--- src/rtl/divider_pkg.sv ---
// Shared types and constants for the divider controller slice.
package divider_pkg;
   localparam int DIV_W   = 32;
   localparam int MIN_DIV = 2;

   typedef enum logic [1:0] {
      IDLE     = 2'd0,
      RUN      = 2'd1,
      STOPPING = 2'd2
   } state_t;
endpackage

--- src/rtl/divider_core.sv ---
// Divide-by-D counter with the active divisor register and tick/clk_N decode.
module divider_core
   import divider_pkg::*;
#(
   parameter int W           = DIV_W,
   parameter int DEFAULT_DIV = 100_000
) (
   input  logic         clk,
   input  logic         rst_n,
   input  logic         enable,
   input  logic         clear,
   input  logic         load,
   input  logic [W-1:0] load_val,
   input  logic         busy_next,
   output logic         wrap,
   output logic         tick,
   output logic         clk_N
);

   logic [W-1:0] cnt_reg, cnt_next;
   logic [W-1:0] div_reg, div_next;
   logic         clk_n_reg;

   assign wrap  = enable && (cnt_reg == div_reg - W'(1));
   assign tick  = wrap;
   assign clk_N = clk_n_reg;

   always_comb begin
      cnt_next = cnt_reg;
      if (clear)
         cnt_next = '0;
      else if (enable)
         cnt_next = wrap ? '0 : cnt_reg + W'(1);
      div_next = load ? load_val : div_reg;
   end

   // clk_N is computed from next-cycle state so the register lines up with busy/cnt.
   always_ff @(posedge clk or negedge rst_n) begin
      if (!rst_n) begin
         cnt_reg   <= '0;
         div_reg   <= W'(DEFAULT_DIV);
         clk_n_reg <= 1'b0;
      end else begin
         cnt_reg   <= cnt_next;
         div_reg   <= div_next;
         clk_n_reg <= busy_next && (cnt_next < (div_next >> 1));
      end
   end

endmodule

--- src/rtl/divider_ctrl.sv ---
// Run/stop sequencing and divisor handshake; divisors only change on period boundaries.
module divider_ctrl
   import divider_pkg::*;
#(
   parameter int W           = DIV_W,
   parameter int DEFAULT_DIV = 100_000
) (
   input  logic         clk,
   input  logic         rst_n,
   input  logic         start,
   input  logic         stop,
   input  logic         cfg_valid,
   input  logic [W-1:0] cfg_div,
   output logic         cfg_ready,
   output logic         cfg_err,
   output logic         tick,
   output logic         clk_N,
   output logic         busy
);

   state_t       state_reg;
   logic         busy_reg;
   logic         pending_reg;
   logic [W-1:0] pending_div_reg;
   logic         cfg_err_reg;

   logic wrap, handshake, illegal, apply;
   logic go_run, period_end, busy_next;

   assign cfg_ready = !pending_reg;
   assign cfg_err   = cfg_err_reg;
   assign busy      = busy_reg;

   assign handshake = cfg_valid && cfg_ready;
   assign illegal   = cfg_div < W'(MIN_DIV);
   assign apply     = pending_reg && ((state_reg == IDLE) || wrap);

   // A stop seen on the wrap cycle ends the run at that same boundary.
   assign go_run     = (state_reg == IDLE) && start && !stop;
   assign period_end = wrap && ((state_reg == STOPPING) || ((state_reg == RUN) && stop));
   assign busy_next  = go_run || (busy_reg && !period_end);

   always_ff @(posedge clk or negedge rst_n) begin
      if (!rst_n) begin
         state_reg       <= IDLE;
         busy_reg        <= 1'b0;
         pending_reg     <= 1'b0;
         pending_div_reg <= '0;
         cfg_err_reg     <= 1'b0;
      end else begin
         busy_reg <= busy_next;
         case (state_reg)
            IDLE:     if (start && !stop) state_reg <= RUN;
            RUN:      if (stop) state_reg <= wrap ? IDLE : STOPPING;
            STOPPING: if (wrap) state_reg <= IDLE;
            default:  state_reg <= IDLE;
         endcase
         cfg_err_reg <= handshake && illegal;
         if (apply)
            pending_reg <= 1'b0;
         else if (handshake && !illegal) begin
            pending_reg     <= 1'b1;
            pending_div_reg <= cfg_div;
         end
      end
   end

   divider_core #(
      .W           (W),
      .DEFAULT_DIV (DEFAULT_DIV)
   ) u_core (
      .clk       (clk),
      .rst_n     (rst_n),
      .enable    (busy_reg),
      .clear     (state_reg == IDLE),
      .load      (apply),
      .load_val  (pending_div_reg),
      .busy_next (busy_next),
      .wrap      (wrap),
      .tick      (tick),
      .clk_N     (clk_N)
   );

endmodule

--- config.mk ---
export PLATFORM = sky130hd
export DESIGN_NAME = divider_ctrl
export DESIGN_NICKNAME = d
export VERILOG_FILES = /design/src/rtl/divider_pkg.sv /design/src/rtl/divider_core.sv /design/src/rtl/divider_ctrl.sv
export SDC_FILE = /design/constraint.sdc
export NUM_CORES = 1
export LEC_CHECK = 0
export CAP_MARGIN = 20
export CORE_MARGIN = 2
export CORE_UTILIZATION = 30
export CTS_BUF_LIST = sky130_fd_sc_hd__clkbuf_8
export CTS_CLUSTER_SIZE = 8
export DETAILED_ROUTE_END_ITERATION = 6
export PLACE_DENSITY_LB_ADDON = 0.2
export RECOVER_POWER = 50
export SYNTH_ARGS = -nofsm -noshare
export SYNTH_HDL_FRONTEND = slang
export SYNTH_SLANG_ARGS = --single-unit
--- constraint.sdc ---
create_clock -name clk -period 12.8 [get_ports clk]
set_input_delay 2.56 -clock clk [delete_from_list [all_inputs] [get_ports clk]]
set_output_delay 2.56 -clock clk [all_outputs]
set_load 0.05 [all_outputs]
After elaboration in Yosys (flattened, before gate mapping)
Cells that the tools add are included.
{"block": "totals", "elab_cells": 54, "input_bits": 37, "reg_bits": 102, "out_inout_bits": 5}
{"block": "classes", "addsub": 2, "n_lt_le_gt_ge": 2, "mux": 11, "n_bitwise": 1, "n_eq_ne": 6, "reduce_logical": 23}
{"operator": "$mux 32", "count": 4}
{"operator": "$add 32x1->32 const B", "count": 1}
{"operator": "$eq 32x32->1", "count": 1}
{"operator": "$lt 32x2->1 const B", "count": 1}
{"operator": "$lt 32x31->1", "count": 1}
{"operator": "$sub 32x1->32 const B", "count": 1}
{"operator": "$logic_and 1x1->1", "count": 12}
{"operator": "$mux 2", "count": 4}
{"operator": "$pmux 2 s3", "count": 1}
{"operator": "$logic_not 1->1", "count": 4}
{"operator": "$ne 2x2->1 const B", "count": 2}
{"operator": "$logic_or 1x1->1", "count": 3}
{"operator": "$reduce_and 3->1", "count": 1}
{"operator": "$eq 2x1->1 const B", "count": 1}
{"operator": "$eq 2x2->1 const B", "count": 1}
{"operator": "$logic_not 2->1", "count": 1}
{"operator": "$mux 1", "count": 2}
{"operator": "$ne 2x1->1 const B", "count": 1}
{"operator": "$reduce_and 2->1", "count": 1}
{"operator": "$reduce_bool 2->1", "count": 1}
{"operator": "$not 1->1", "count": 1}

Logic depth before layout (Yosys ltp)
{"block": "depth", "word_depth": 8, "ltp_mapped": 22, "mapped_depth_nobuf": 21}

Cells and area by module
Synthesis repeated with hierarchy kept, for this count alone.
{"block": "unflattened", "hier_cells": 656, "hier_area_um2": 6608.8}
{"mod": "divider_core", "cells_per_inst": 558, "seq_area_each_um2": 1634.1, "area_per_inst_um2": 5121.2, "instances": 1}
{"mod": "divider_ctrl", "cells_per_inst": 98, "seq_area_each_um2": 925.9, "area_per_inst_um2": 1487.7, "instances": 1}

Worst setup path before layout
Ideal clock, no wire load.
{"block": "synth_path", "path_kind": "reg2out", "from": "register u_core.div_reg[1]", "to": "output port tick", "stages_incl_launch_ff": 10, "arrival_ns": 3.255, "path_buffers": 0, "setup_slack_ns": 6.985, "required_time_ns": 10.240, "path_cell_list": "dfrtp_1 > inv_1 > ha_1 > nor3b_2 > nand4_2 > or4_1 > a211o_1 > a211oi_1 > nand4_2 > nor2_1"}
{"block": "synth_via", "elab_chain_cells": 3}
{"element": "start, declared", "line": "divider_core.sv:21", "text": "logic [W-1:0] div_reg, div_next;"}
{"element": "start signal, assigned", "line": "divider_core.sv:41", "text": "div_reg <= W'(DEFAULT_DIV);"}
{"element": "start signal, assigned", "line": "divider_core.sv:45", "text": "div_reg <= div_next;"}
{"element": "$sub 32x1->32", "line": "divider_core.sv:24", "text": "assign wrap = enable && (cnt_reg == div_reg - W'(1));"}
{"element": "$eq 32x32->1", "line": "divider_core.sv:24"}
{"element": "$logic_and 1x1->1", "line": "divider_core.sv:24"}
{"element": "end, declared", "line": "divider_ctrl.sv:16", "text": "output logic tick,"}
Every way passes these cells.

Worst setup path after layout
Ends and elaborated chain as after synthesis.

==> run_results.csv <==
group,metric,value,unit
synthesis,syn-instance-count,622,
setup_path,end_kind,"primary output",
cts,tritoncts,"yes",
cts,path_clk_slew,0.10,ns
setup_path,startpoint_type,"flip-flop",
floorplan,die_area,23000,um2
synthesis,seq_area_frac_synth,39.1,%
power_and_ir_drop,p_clk_share,15.6,%
synthesis,synth-edff-count,0,
setup_path,cp_max_fo,10,
layout,drive_gt1_share,15.3,%
power_and_ir_drop,p_leak,3.20,nW
synthesis,synth.avg_cell_area,10.5,um2
setup_path,r2r_cells,21,
setup_path,startpoint,"u_core.div_reg[1]$_DFF_PN0_",
sta,hold_slack,0.530,ns
power_and_ir_drop,p_total,1.53,mW
routing,drtIter0Drc,197,
cts,hold_buffers,0,
cts,clkSinkCount,102,
cts,clk_latency,0.39,ns
layout,final_cell_mix,"96 x dfrtp_1, 62 x nor2_1, 39 x clkdlybuf4s50_1",
power_and_ir_drop,p_seq_share,40.5,%
layout,stdcell_area,7420,um2
sta,rsz0062_at_grt,"false",
synthesis,yosys_warnings,0,
floorplan,fp.dieH,152,um
setup_path,cp.arrival,4.88,ns
floorplan,coreArea,21600,um2
sta,fin_crit,7.44,ns
global_route,grt-ovfl-total,0,
setup_path,r2r_setup_slack,5.63,ns
layout,area.growth.synth_to_final,13.3,%
routing,wirelength,16.2,mm
sta,finalSetupViolCount,0,
global_route,antenna_found_initial,0,
routing,viasPerCell,5.08,
power_and_ir_drop,p_comb_share,43.9,%
setup_path,required,10.24,ns
sta,worstMarginPinSlew,3.04,ns
power_and_ir_drop,p_int,925,uW
synthesis,syn-num-nets,691,
cts,cts_resized,0,
floorplan,start_util,30.3,%
global_route,grt_max_degree,58,
cts,root_buffer,"clkbuf_8",
floorplan,rows,54,
placed_design,io_buffers,41,
global_route,grt_pass1_wl,26.6,mm
sta,skew,0.0118,ns
setup_path,r2r-start,"u_core.div_reg[1]$_DFF_PN0_",
synthesis,ys_types,60,
global_route,track_usage,15.0,%
power_and_ir_drop,p_sw_share,39.7,%
floorplan,ios,42,
routing,via_count,4743,
placed_design,globalplace.congestion,0.879,
cts,cts_made_buffers,9,
power_and_ir_drop,p_sw,608,uW
layout,diodes,0,
sta,hold_viol,0,
setup_path,crit_end,"tick",
routing,postRouteAntennaNets,0,
routing,first_pass_iters,4,
cts,clock_path_buffers,2,
cts,cts_setup_buffers,0,
synthesis,ys_seq_elements,102,
sta,fmax,134,MHz
cts,htree_levels,3,
sta,maxSlewHeadroom,-103,%
run_status,status,"finished with violations",
layout,final_common_cell,"dfrtp_1",
global_route,grt_pass1_vias,4927,
job,max_cap_viol_count,2,
sta,slew_violations,105,
placed_design,post-dp-hpwl,12.6,mm
layout,nNetsFinal,718,
synthesis,ys_async_sr_fraction,100,%
setup_path,crit_type,"flip-flop to primary output",
routing,wl_per_cell,17.4,um
power_and_ir_drop,pwr_density_cell,207,nW/um2
hold_path,min-delay-path-class,"flip-flop to flip-flop",
synthesis,netlist_area,6550,um2
sta,fin_tns_setup,0,ns
routing,drc,0,
power_and_ir_drop,ir_drop,0.0837,mV
floorplan,dieWidth,152,um
run_status,violations,"max-capacitance violations, max-slew violations",
placed_design,dpl-instance-area,7200,um2
synthesis,ys.flop_type,"dfrtp_1",
sta,period_share,58.1,%
setup_path,r2r-end,"u_core.clk_N$_DFF_PN0_",
## cell usage after synthesis, drive strengths merged, types with 2 or more instances
cell	instances	area share [%]
nor2	62	3.6
nand4	20	2.1
and2	2	0.19
inv	11	0.63
ha	32	6.1
or3	3	0.29
o31a	2	0.27
a211o	3	0.40
or2	3	0.29
nor3b	2	0.31
a31oi	6	0.57
o21ai	12	0.92
a22oi	2	0.23
and4	6	0.80
dfstp	6	2.4
a211oi	8	0.92
and3	10	0.96
nor4	19	2.1
a21oi	16	1.2
o211ai	7	0.80
buf	8	0.90
nand2	29	1.8
nor2b	5	0.48
mux2	66	13
mux2i	33	5.0
dfrtp	96	37
o31ai	4	0.46
nand3	14	1.1
o21bai	2	0.23
a21o	5	0.57
or4	6	0.75
clkbuf	21	1.2
nor3	16	1.3
xnor2	35	4.7
xor2	31	4.1
nand2b	5	0.48
## per-stage QoR
step / worst slack, ns / util [%] / instances
3_3_place_gp: 6.32 / 33.3 / 918
6_report: 5.36 / 34.3 / 934
5_1_grt: 5.02 / 34.3 / 934
4_1_cts: 5.80 / 34.4 / 934
2_1_floorplan: 6.99 / - / 622
3_5_place_dp: 6.12 / 33.3 / 918
## worst min-delay path by stage
stage / start / end / cells after the start
finish: pending_div_reg[8]$_DFFE_PN0P_ / u_core.div_reg[8]$_DFF_PN0_ / 1
floorplan: pending_div_reg[4]$_DFFE_PN0P_ / u_core.div_reg[4]$_DFF_PN0_ / 1
CTS: pending_div_reg[8]$_DFFE_PN0P_ / u_core.div_reg[8]$_DFF_PN0_ / 1
detailed placement: pending_div_reg[8]$_DFFE_PN0P_ / u_core.div_reg[8]$_DFF_PN0_ / 1
global placement: pending_div_reg[4]$_DFFE_PN0P_ / u_core.div_reg[4]$_DFF_PN0_ / 1
global route: pending_div_reg[4]$_DFFE_PN0P_ / u_core.div_reg[4]$_DFF_PN0_ / 1
## power groups by stage
stage	sequential (mW)	clock [mW]	combinational [mW]
after floorplan	0.532	0	0.594
after global placement	0.627	0	0.666
after detailed placement	0.627	0	0.676
after CTS	0.623	0.244	0.680
after global routing	0.644	0.258	0.745
final	0.622	0.239	0.673
## final cells by class
cell class                 instances  area, um2
timing repair buffer              45        430
inverter                          11       41.3
fill                            2172      14200
multi-input combinational        480       3810
tap                              280        350
clock buffer                      12        165
sequential                       102       2560
clock inverter                     4       68.8
## kinds of logic after synthesis
group           Yosys count  synth area share (%)
buf+inv                  40                  2.73
simple gates            205                  16.9
mux                      99                  18.0
fa+ha+maj                32                  6.11
flops                   102                  39.1
xor+xnor                 66                  8.83
compound gates           78                  8.39
## per-layer routing
metal | share of wire [%] | global-route usage [%] | wire, um | vias to the layer above
li1 | - | - | - | 2324
met1 | 49 | 20.7 | 7930 | 2329
met2 | 47 | 23.9 | 7560 | 66
met3 | 2.4 | 2.43 | 387 | 24
met4 | 2.2 | 5.05 | 350 | 0
met5 | 0 | 0 | 0 | -
## critical path, stage by stage (launching register included)
cell and delay (ns):
dfrtp_1 0.44, inv_1 0.10, ha_1 0.18, nor3b_1 0.93, nand4_2 0.36, or4_1 0.55
a211o_1 0.30, a211oi_1 0.28, nand4_2 0.21, nor2_1 0.27, clkdlybuf4s50_1 0.86
No activity file was read; power rests on OpenSTA's default activity.
